## config.mk

```make
export PLATFORM = sky130hd
export DESIGN_NAME = iso7816_direction_detector
export DESIGN_NICKNAME = d
export VERILOG_FILES = /design/src/rtl/iso7816_direction_detector.sv
export SDC_FILE = /design/constraint.sdc
export NUM_CORES = 1
export LEC_CHECK = 0
export CORE_UTILIZATION = 29
export CTS_CLUSTER_DIAMETER = 50
export CTS_CLUSTER_SIZE = 10
export DETAILED_ROUTE_END_ITERATION = 12
export DONT_BUFFER_PORTS = 1
export SYNTH_ARGS = -nofsm -noshare
export SYNTH_HDL_FRONTEND = slang
export SYNTH_SLANG_ARGS = --single-unit
```

## constraint.sdc

```tcl
create_clock -name clk -period 2.04 [get_ports clk]
set_input_delay 0.204 -clock clk [delete_from_list [all_inputs] [get_ports clk]]
set_output_delay 0.204 -clock clk [all_outputs]
set_load 0.03 [all_outputs]
```

## src/rtl/iso7816_direction_detector.sv

```systemverilog
// ISO7816 SIO direction detector: decides which probe tap drove each start bit,
// holds that decision for the frame and keeps saturating per-direction counters.
module iso7816_direction_detector #(
    parameter int SYNC_STAGES = 2,
    parameter int SKEW_MAX    = 8,
    parameter int IDLE_CYCLES = 16,
    parameter int CNT_WIDTH   = 16
) (
    input  logic                 clk,
    input  logic                 reset,
    input  logic                 enable,
    input  logic                 clearCounters,
    input  logic                 termMon,
    input  logic                 cardMon,
    output logic                 dirTerm,
    output logic                 dirValid,
    output logic                 frameStart,
    output logic                 collision,
    output logic                 fault,
    output logic                 busy,
    output logic [CNT_WIDTH-1:0] termCount,
    output logic [CNT_WIDTH-1:0] cardCount,
    output logic [CNT_WIDTH-1:0] collisionCount
);
    // state  | meaning
    // IDLE   | waiting for IDLE_CYCLES of quiet line before arming
    // READY  | armed, watching for the first tap to fall
    // SKEW   | first tap low, waiting up to SKEW_MAX cycles for the second
    // ACTIVE | frame in progress, decision held until the line goes idle
    localparam logic [1:0] IDLE   = 2'd0;
    localparam logic [1:0] READY  = 2'd1;
    localparam logic [1:0] SKEW   = 2'd2;
    localparam logic [1:0] ACTIVE = 2'd3;

    localparam int IDLE_W = $clog2(IDLE_CYCLES + 1);
    localparam int SKEW_W = $clog2(SKEW_MAX + 2);
    localparam logic [IDLE_W-1:0] IDLE_END = IDLE_W'(IDLE_CYCLES);
    localparam logic [SKEW_W-1:0] SKEW_END = SKEW_W'(SKEW_MAX);

    logic [SYNC_STAGES-1:0] termSync, cardSync;
    logic                   tS, cS;
    logic [1:0]             state, stateNext;
    logic [IDLE_W-1:0]      idleCnt, idleNext;
    logic [SKEW_W-1:0]      skewCnt, skewNext;
    logic                   firstTerm, firstNext, firstLow, secondLow, idleDone;
    logic                   decide, collide, faultHit, frameEnd;

    assign tS        = termSync[SYNC_STAGES-1];
    assign cS        = cardSync[SYNC_STAGES-1];
    assign firstLow  = firstTerm ? ~tS : ~cS;
    assign secondLow = firstTerm ? ~cS : ~tS;

    // Idle counting restarts while disabled so re-enabling needs a full quiet period.
    always_comb begin
        idleNext = '0;
        if (enable && tS && cS)
            idleNext = (idleCnt == IDLE_END) ? idleCnt : idleCnt + 1'b1;
    end
    assign idleDone = (idleNext == IDLE_END);

    always_comb begin
        stateNext = state;
        skewNext  = skewCnt;
        firstNext = firstTerm;
        decide    = 1'b0;
        collide   = 1'b0;
        faultHit  = 1'b0;
        frameEnd  = 1'b0;
        if (!enable) begin
            stateNext = IDLE;
        end else begin
            case (state)
                IDLE: if (idleDone) stateNext = READY;
                READY: begin
                    if (!tS && !cS) begin
                        collide   = 1'b1;
                        stateNext = ACTIVE;
                    end else if (!tS || !cS) begin
                        firstNext = ~tS;
                        skewNext  = '0;
                        stateNext = SKEW;
                    end
                end
                SKEW: begin
                    if (!firstLow || skewCnt == SKEW_END) begin
                        faultHit  = 1'b1;
                        stateNext = IDLE;
                    end else if (secondLow) begin
                        decide    = 1'b1;
                        stateNext = ACTIVE;
                    end else begin
                        skewNext = skewCnt + 1'b1;
                    end
                end
                ACTIVE: begin
                    if (idleDone) begin
                        frameEnd  = 1'b1;
                        stateNext = READY;
                    end
                end
                default: stateNext = IDLE;
            endcase
        end
    end

    always_ff @(posedge clk) begin
        if (reset) begin
            termSync       <= '1;
            cardSync       <= '1;
            state          <= IDLE;
            idleCnt        <= '0;
            skewCnt        <= '0;
            firstTerm      <= 1'b0;
            dirTerm        <= 1'b0;
            dirValid       <= 1'b0;
            frameStart     <= 1'b0;
            collision      <= 1'b0;
            fault          <= 1'b0;
            busy           <= 1'b1;
            termCount      <= '0;
            cardCount      <= '0;
            collisionCount <= '0;
        end else begin
            termSync   <= {termSync[SYNC_STAGES-2:0], termMon};
            cardSync   <= {cardSync[SYNC_STAGES-2:0], cardMon};
            state      <= stateNext;
            idleCnt    <= idleNext;
            skewCnt    <= skewNext;
            firstTerm  <= firstNext;
            frameStart <= decide;
            collision  <= collide;
            fault      <= faultHit;
            busy       <= (stateNext != READY);
            if (decide)
                dirTerm <= firstTerm;
            if (!enable || frameEnd)
                dirValid <= 1'b0;
            else if (decide)
                dirValid <= 1'b1;
            if (clearCounters) begin
                termCount      <= '0;
                cardCount      <= '0;
                collisionCount <= '0;
            end else begin
                if (decide && firstTerm && termCount != '1)
                    termCount <= termCount + 1'b1;
                if (decide && !firstTerm && cardCount != '1)
                    cardCount <= cardCount + 1'b1;
                if (collide && collisionCount != '1)
                    collisionCount <= collisionCount + 1'b1;
            end
        end
    end
endmodule
```

-- Yosys cells after proc, flatten, opt, wreduce, memory -nomap -nowiden
Cells that the tools add are included.
- reductions and logical operators: 24
- bitwise operators: 5
- muxes and demuxes: 27
- $add $sub $neg: 5
- eq/ne operators: 14
- operator list (cell ; number):
    16-bit by 1-bit adder with 16-bit output, second input constant ; 3
    16-bit inequality test, second input constant ; 3
    4-bit two-way mux ; 4
    1-bit two-way mux ; 13
    2-bit two-way mux ; 6
    5-bit equality test, second input constant ; 2
    5-bit two-way mux ; 2
    1-bit logical AND ; 8
    2-bit inequality test, second input constant ; 4
    4-bit one-hot mux with 2 select lines ; 1
    2-bit one-hot mux with 3 select lines ; 1
    6-bit AND reduction ; 1
    2-bit OR reduction ; 3
    5-bit by 1-bit adder with 5-bit output, second input constant ; 1
    1-bit zero test ; 5
    1-bit inverter ; 5
    4-bit by 1-bit adder with 4-bit output, second input constant ; 1
    2-bit equality test, second input constant ; 2
    4-bit equality test, second input constant ; 1
    4-bit AND reduction ; 1
    1-bit logical OR ; 3
    3-bit OR reduction ; 1
    2-bit by 1-bit equality test with 1-bit output, second input constant ; 1
    2-bit zero test ; 1
    2 further kinds ; 2
- register bits after elaboration: 70
- logic and storage cells: 90
- output and inout bits: 54
- input bits: 6

-- Depth between registers and ports, before layout
Gate-level depths: netlist of run 1.
- depth in word-level cells: 9
- mapped depth: 8
- mapped depth without buffers: 7

-- Worst setup path before layout of run 1
No wires, ideal clock.
- path kind: register to register
- start: reg termCount[6]
- end: reg termCount[15]
- setup time: 0.128 ns
- data arrival time: 1.865 ns
- stages on the path, launching flop included: 6
- clock period less this slack: 1.993 ns
- slack: 0.047 ns
- buffers on the path: 0
- cells stage by stage: dfxtp_1 -> nand4_1 -> or4_1 -> a2111oi_2 -> xnor2_1 -> nor2_1
- longest elaborated chain between the ends: 2
- elaborated cells between the ends (all ways): 3
- ends and longest elaborated chain (element ; RTL line ; RTL):
    from (decl) ; 21 ; output logic [CNT_WIDTH-1:0] termCount,
    from (signal assigned) ; 146 ; termCount <= termCount + 1'b1;
    branches (longest 2 deep; another with 16-bit by 1-bit adder with 16-bit output) ; - ;
Several ways; the timed one is not identified.
A chain may end at the register's enable or synchronous reset.

-- Worst setup path after layout of run 1
- start: reg firstTerm
- end: reg skewCnt[3]
- longest elaborated chain between the ends: 5
- elaborated cells between the ends (all ways): 7
- ends and longest elaborated chain (element ; RTL line ; RTL):
    from (decl) ; 45 ; logic firstTerm, firstNext, firstLow, secondLow, idleDone;
    from (signal assigned) ; 129 ; firstTerm <= firstNext;
    1-bit two-way mux ; 50 ; assign firstLow = firstTerm ? ~tS : ~cS;
    1-bit zero test ; 85 ; if (!firstLow || skewCnt == SKEW_END) begin
    1-bit logical OR ; 85 ;
    2-bit inequality test (no line) ; - ;
    6-bit AND reduction (no line) * ; - ;
    to (signal assigned) ; 128 ; skewCnt <= skewNext;
    to (decl) ; 44 ; logic [SKEW_W-1:0] skewCnt, skewNext;
Every way passes the cells marked *; elsewhere a longest branch is shown, timed or not.

==> results of run 1 <==
## registers in the layout (all words and copies together), names as in the netlist
signal / count
collisionCount: 16
cardCount: 16
dirTerm: 1
skewCnt: 4
fault: 1
idleCnt: 5
frameStart: 1
dirValid: 1
firstTerm: 1
collision: 1
busy: 1
termCount: 16
state: 2
cardSync: 2
termSync: 2
## cells in the final DEF (no fill, tap or decap), types with 4 or more instances in the layout
cell        n
buf_4      72
dfxtp_1    65
nor2_1     55
xnor2_1    36
nand2_1    32
nand3_1    23
a21oi_1    19
inv_1      17
nor3_1     16
nand4_1    13
or4_1       9
ha_1        9
clkbuf_16   9
or2_2       8
o21ai_0     8
nor4_1      8
and3_1      6
o31ai_1     6
and4_1      5
mux2i_1     5
dfxtp_2     5
nor4b_1     4
## worst min path at each step
| stage | startpoint | endpoint | slack (ns) |
|---|---|---|---|
| after floorplan | cardMon | cardSync[0]$_SDFF_PP1_ | 0.31 |
| after global placement | reset | dirTerm$_SDFFE_PP0P_ | 0.28 |
| after detailed placement | reset | dirTerm$_SDFFE_PP0P_ | 0.28 |
| after CTS | reset | fault$_SDFF_PP0_ | 0.07 |
| after global routing | enable | busy$_SDFF_PP1_ | 0.06 |
| final | enable | busy$_SDFF_PP1_ | 0.07 |
## cell type report
cell class,count,area share
Multi-Input combinational cell,311,0.450
Sequential cell,70,0.307
Timing Repair Buffer,75,0.124
Clock buffer,10,0.0521
Tap cell,147,0.0401
Inverter,17,0.0139
Clock inverter,6,0.0134
## worst max-delay path, cell delays in order (launching register included)
cell      delay, ns
dfxtp_2        0.42
mux2i_4        0.30
buf_4          0.18
a31oi_1        0.07
nand3b_1       0.28
or4_1          0.45
a31oi_1        0.16
## layer usage
layer  share of wire  track usage  up-vias
met5               0            0        -
met4           0.016       0.0569        0
met3           0.067       0.0626       13
met2            0.48        0.256       72
met1            0.44        0.171     1557
li1                -            -     1619
## cell usage after synthesis, drive strengths merged, types with 6 or more instances
master	number	area (sq um)
nor3	16	80.1
a21oi	20	100
or2	8	50.1
o31ai	6	45.0
mux2i	6	72.6
or4	9	67.6
nand2	32	120
xnor2	36	315
nand4	14	103
nand3	23	115
dfxtp	70	1400
nor4	10	62.6
clkbuf	12	45.0
ha	10	125
inv	17	63.8
o21ai	8	40.0
and3	6	37.5
nor2	55	206
## kinds of logic after synthesis
logic type	Yosys count	share of synthesized area
AO/OA/AOI/OAI	53	0.0996
XOR/XNOR	38	0.0939
adder cells (fa/ha/maj)	10	0.0353
buffers and inverters	34	0.0410
flip-flops	70	0.395
multiplexers	8	0.0268
AND/OR/NAND/NOR	201	0.308
## stage by stage
stage                util  hold slack (ns)
floorplan               -            0.308
global placement    0.349            0.278
detailed placement  0.349            0.280
CTS                 0.376           0.0723
global route        0.384           0.0632
finish              0.384           0.0719
## where the power goes
part / internal [mW] / switching [mW] / total [mW]
clock network: 0.974 / 0.594 / 1.57
logic: 0.0254 / 0.0393 / 0.0646
registers: 1.37 / 0.00639 / 1.38
total: 2.37 / 0.639 / 3.01
## what timing repair did
item                       in CTS  in global routing
setup endpoints to repair       1                 21
hold buffers                    3                  0
hold endpoints to repair       13                  0
gates resized for setup         1                 13
cloned                          0                  1
setup buffers                   0                  2
==> impl_metrics.tcl, run 1 <==
set metrics [dict create \
    status "finished, final reports clean" \
    grt_max_degree 38 \
    antenna_found_initial 0 \
    pre_cts_slack_ns -0.000950 \
    drtPass1Iterations 6 \
    synth_ff_type "dfxtp_1" \
    yosysWarnings 0 \
    leakagePower_nw 1.58 \
    crit_path_end_kind "register" \
    clock_sinks 70 \
    required_ns 2.30 \
    grt_use_total 0.152 \
    synth_edf_count 0 \
    portBuffers 0 \
    fin_skew_ns 0.00808 \
    cts-root-buf "clkbuf_16" \
    setup_ws_ns 0.108 \
    register_area_sq_um 1410 \
    antenna_cells 0 \
    die_w_um 113 \
    nets 500 \
    hold_path_depth 2 \
    drt-initial-drc-count 110 \
    hp-class "in2reg" \
    crit_end "skewCnt[3]$_SDFFE_PP0P_" \
    die_h_um 113 \
    start_util 0.296 \
    relSlewSlack 0.653 \
    grt_pass1_vias 3272 \
    ios 60 \
    vias 3261 \
    overflow 0 \
    p_per_area_nw_per_um2 656 \
    cts_tree "done" \
    cts_inserted_buffers 9 \
    timing.rr.start "firstTerm$_SDFFE_PP0P_" \
    synth_cells 414 \
    synth_cell_types 49 \
    syn-num-nets 430 \
    hold_viol 0 \
    fmax_mhz 517 \
    wl_per_cell_um 14.3 \
    fin_total_pwr_mw 3.01 \
    wirelength_um 9100 \
    clk_latency_ns 0.33 \
    path_class "reg2reg" \
    htree_levels 3 \
    ys_ff_latch 70 \
    clk_path_buf_depth 2 \
    fin_tns_setup_ns 0 \
    path_clk_slew_ns 0.06 \
    instances_no_fill 636 \
    rrSetupSlack_ns 0.11 \
    avgSynthCellArea_sq_um 8.56 \
    setup_violations 0 \
    path_max_fanout 7 \
    worstSetupStartpoint "firstTerm$_SDFFE_PP0P_" \
    drtAntennaViolNets 0 \
    r2r_end "skewCnt[3]$_SDFFE_PP0P_" \
    ir_drop_mv 0.325 \
    fillers 1189 \
    die-area_sq_um 12700 \
    drc 0 \
    dp_hpwl_um 6560 \
    cp_data_arrival_time_ns 2.20 \
    fin_crit_sh 0.947 \
    syn_area_sq_um 3540 \
    numPlacedInstances 614 \
    rsz0062_at_grt "no" \
    start_kind "register" \
    vias_per_cell 5.13 \
    finalCriticalPeriod_ns 1.93 \
    multi_input_area_sq_um 2060 \
    finalMaxSlewViolations 0 \
    gp_congestion 0.753 \
    coreArea_sq_um 12000 \
    reg2reg_depth 6 \
    area_growth_pct 29.5 \
    grt_first_pass_wirelength_um 15400 \
    fin_area_sq_um 4590 \
    yosysSeqAreaShare 0.395 \
    cap_violations 0 \
    drive_gt1_frac 0.243 \
    rows 40 \
    tightest_slew_ns 0.515 \
    async_flop_share 0 \
    place_area_sq_um 4170 \
]
No activity file was read; power rests on OpenSTA's default activity.
==> run 2: changes to the inputs <==
--- a/config.mk
+++ b/config.mk
@@ -10,6 +10,7 @@
 export CTS_CLUSTER_SIZE = 10
 export DETAILED_ROUTE_END_ITERATION = 12
 export DONT_BUFFER_PORTS = 1
+export GPL_ROUTABILITY_DRIVEN = 0
 export SYNTH_ARGS = -nofsm -noshare
 export SYNTH_HDL_FRONTEND = slang
 export SYNTH_SLANG_ARGS = --single-unit
==> results of run 2 <==
Same layout as run 1: the final DEF is identical, and so are final timing and power.
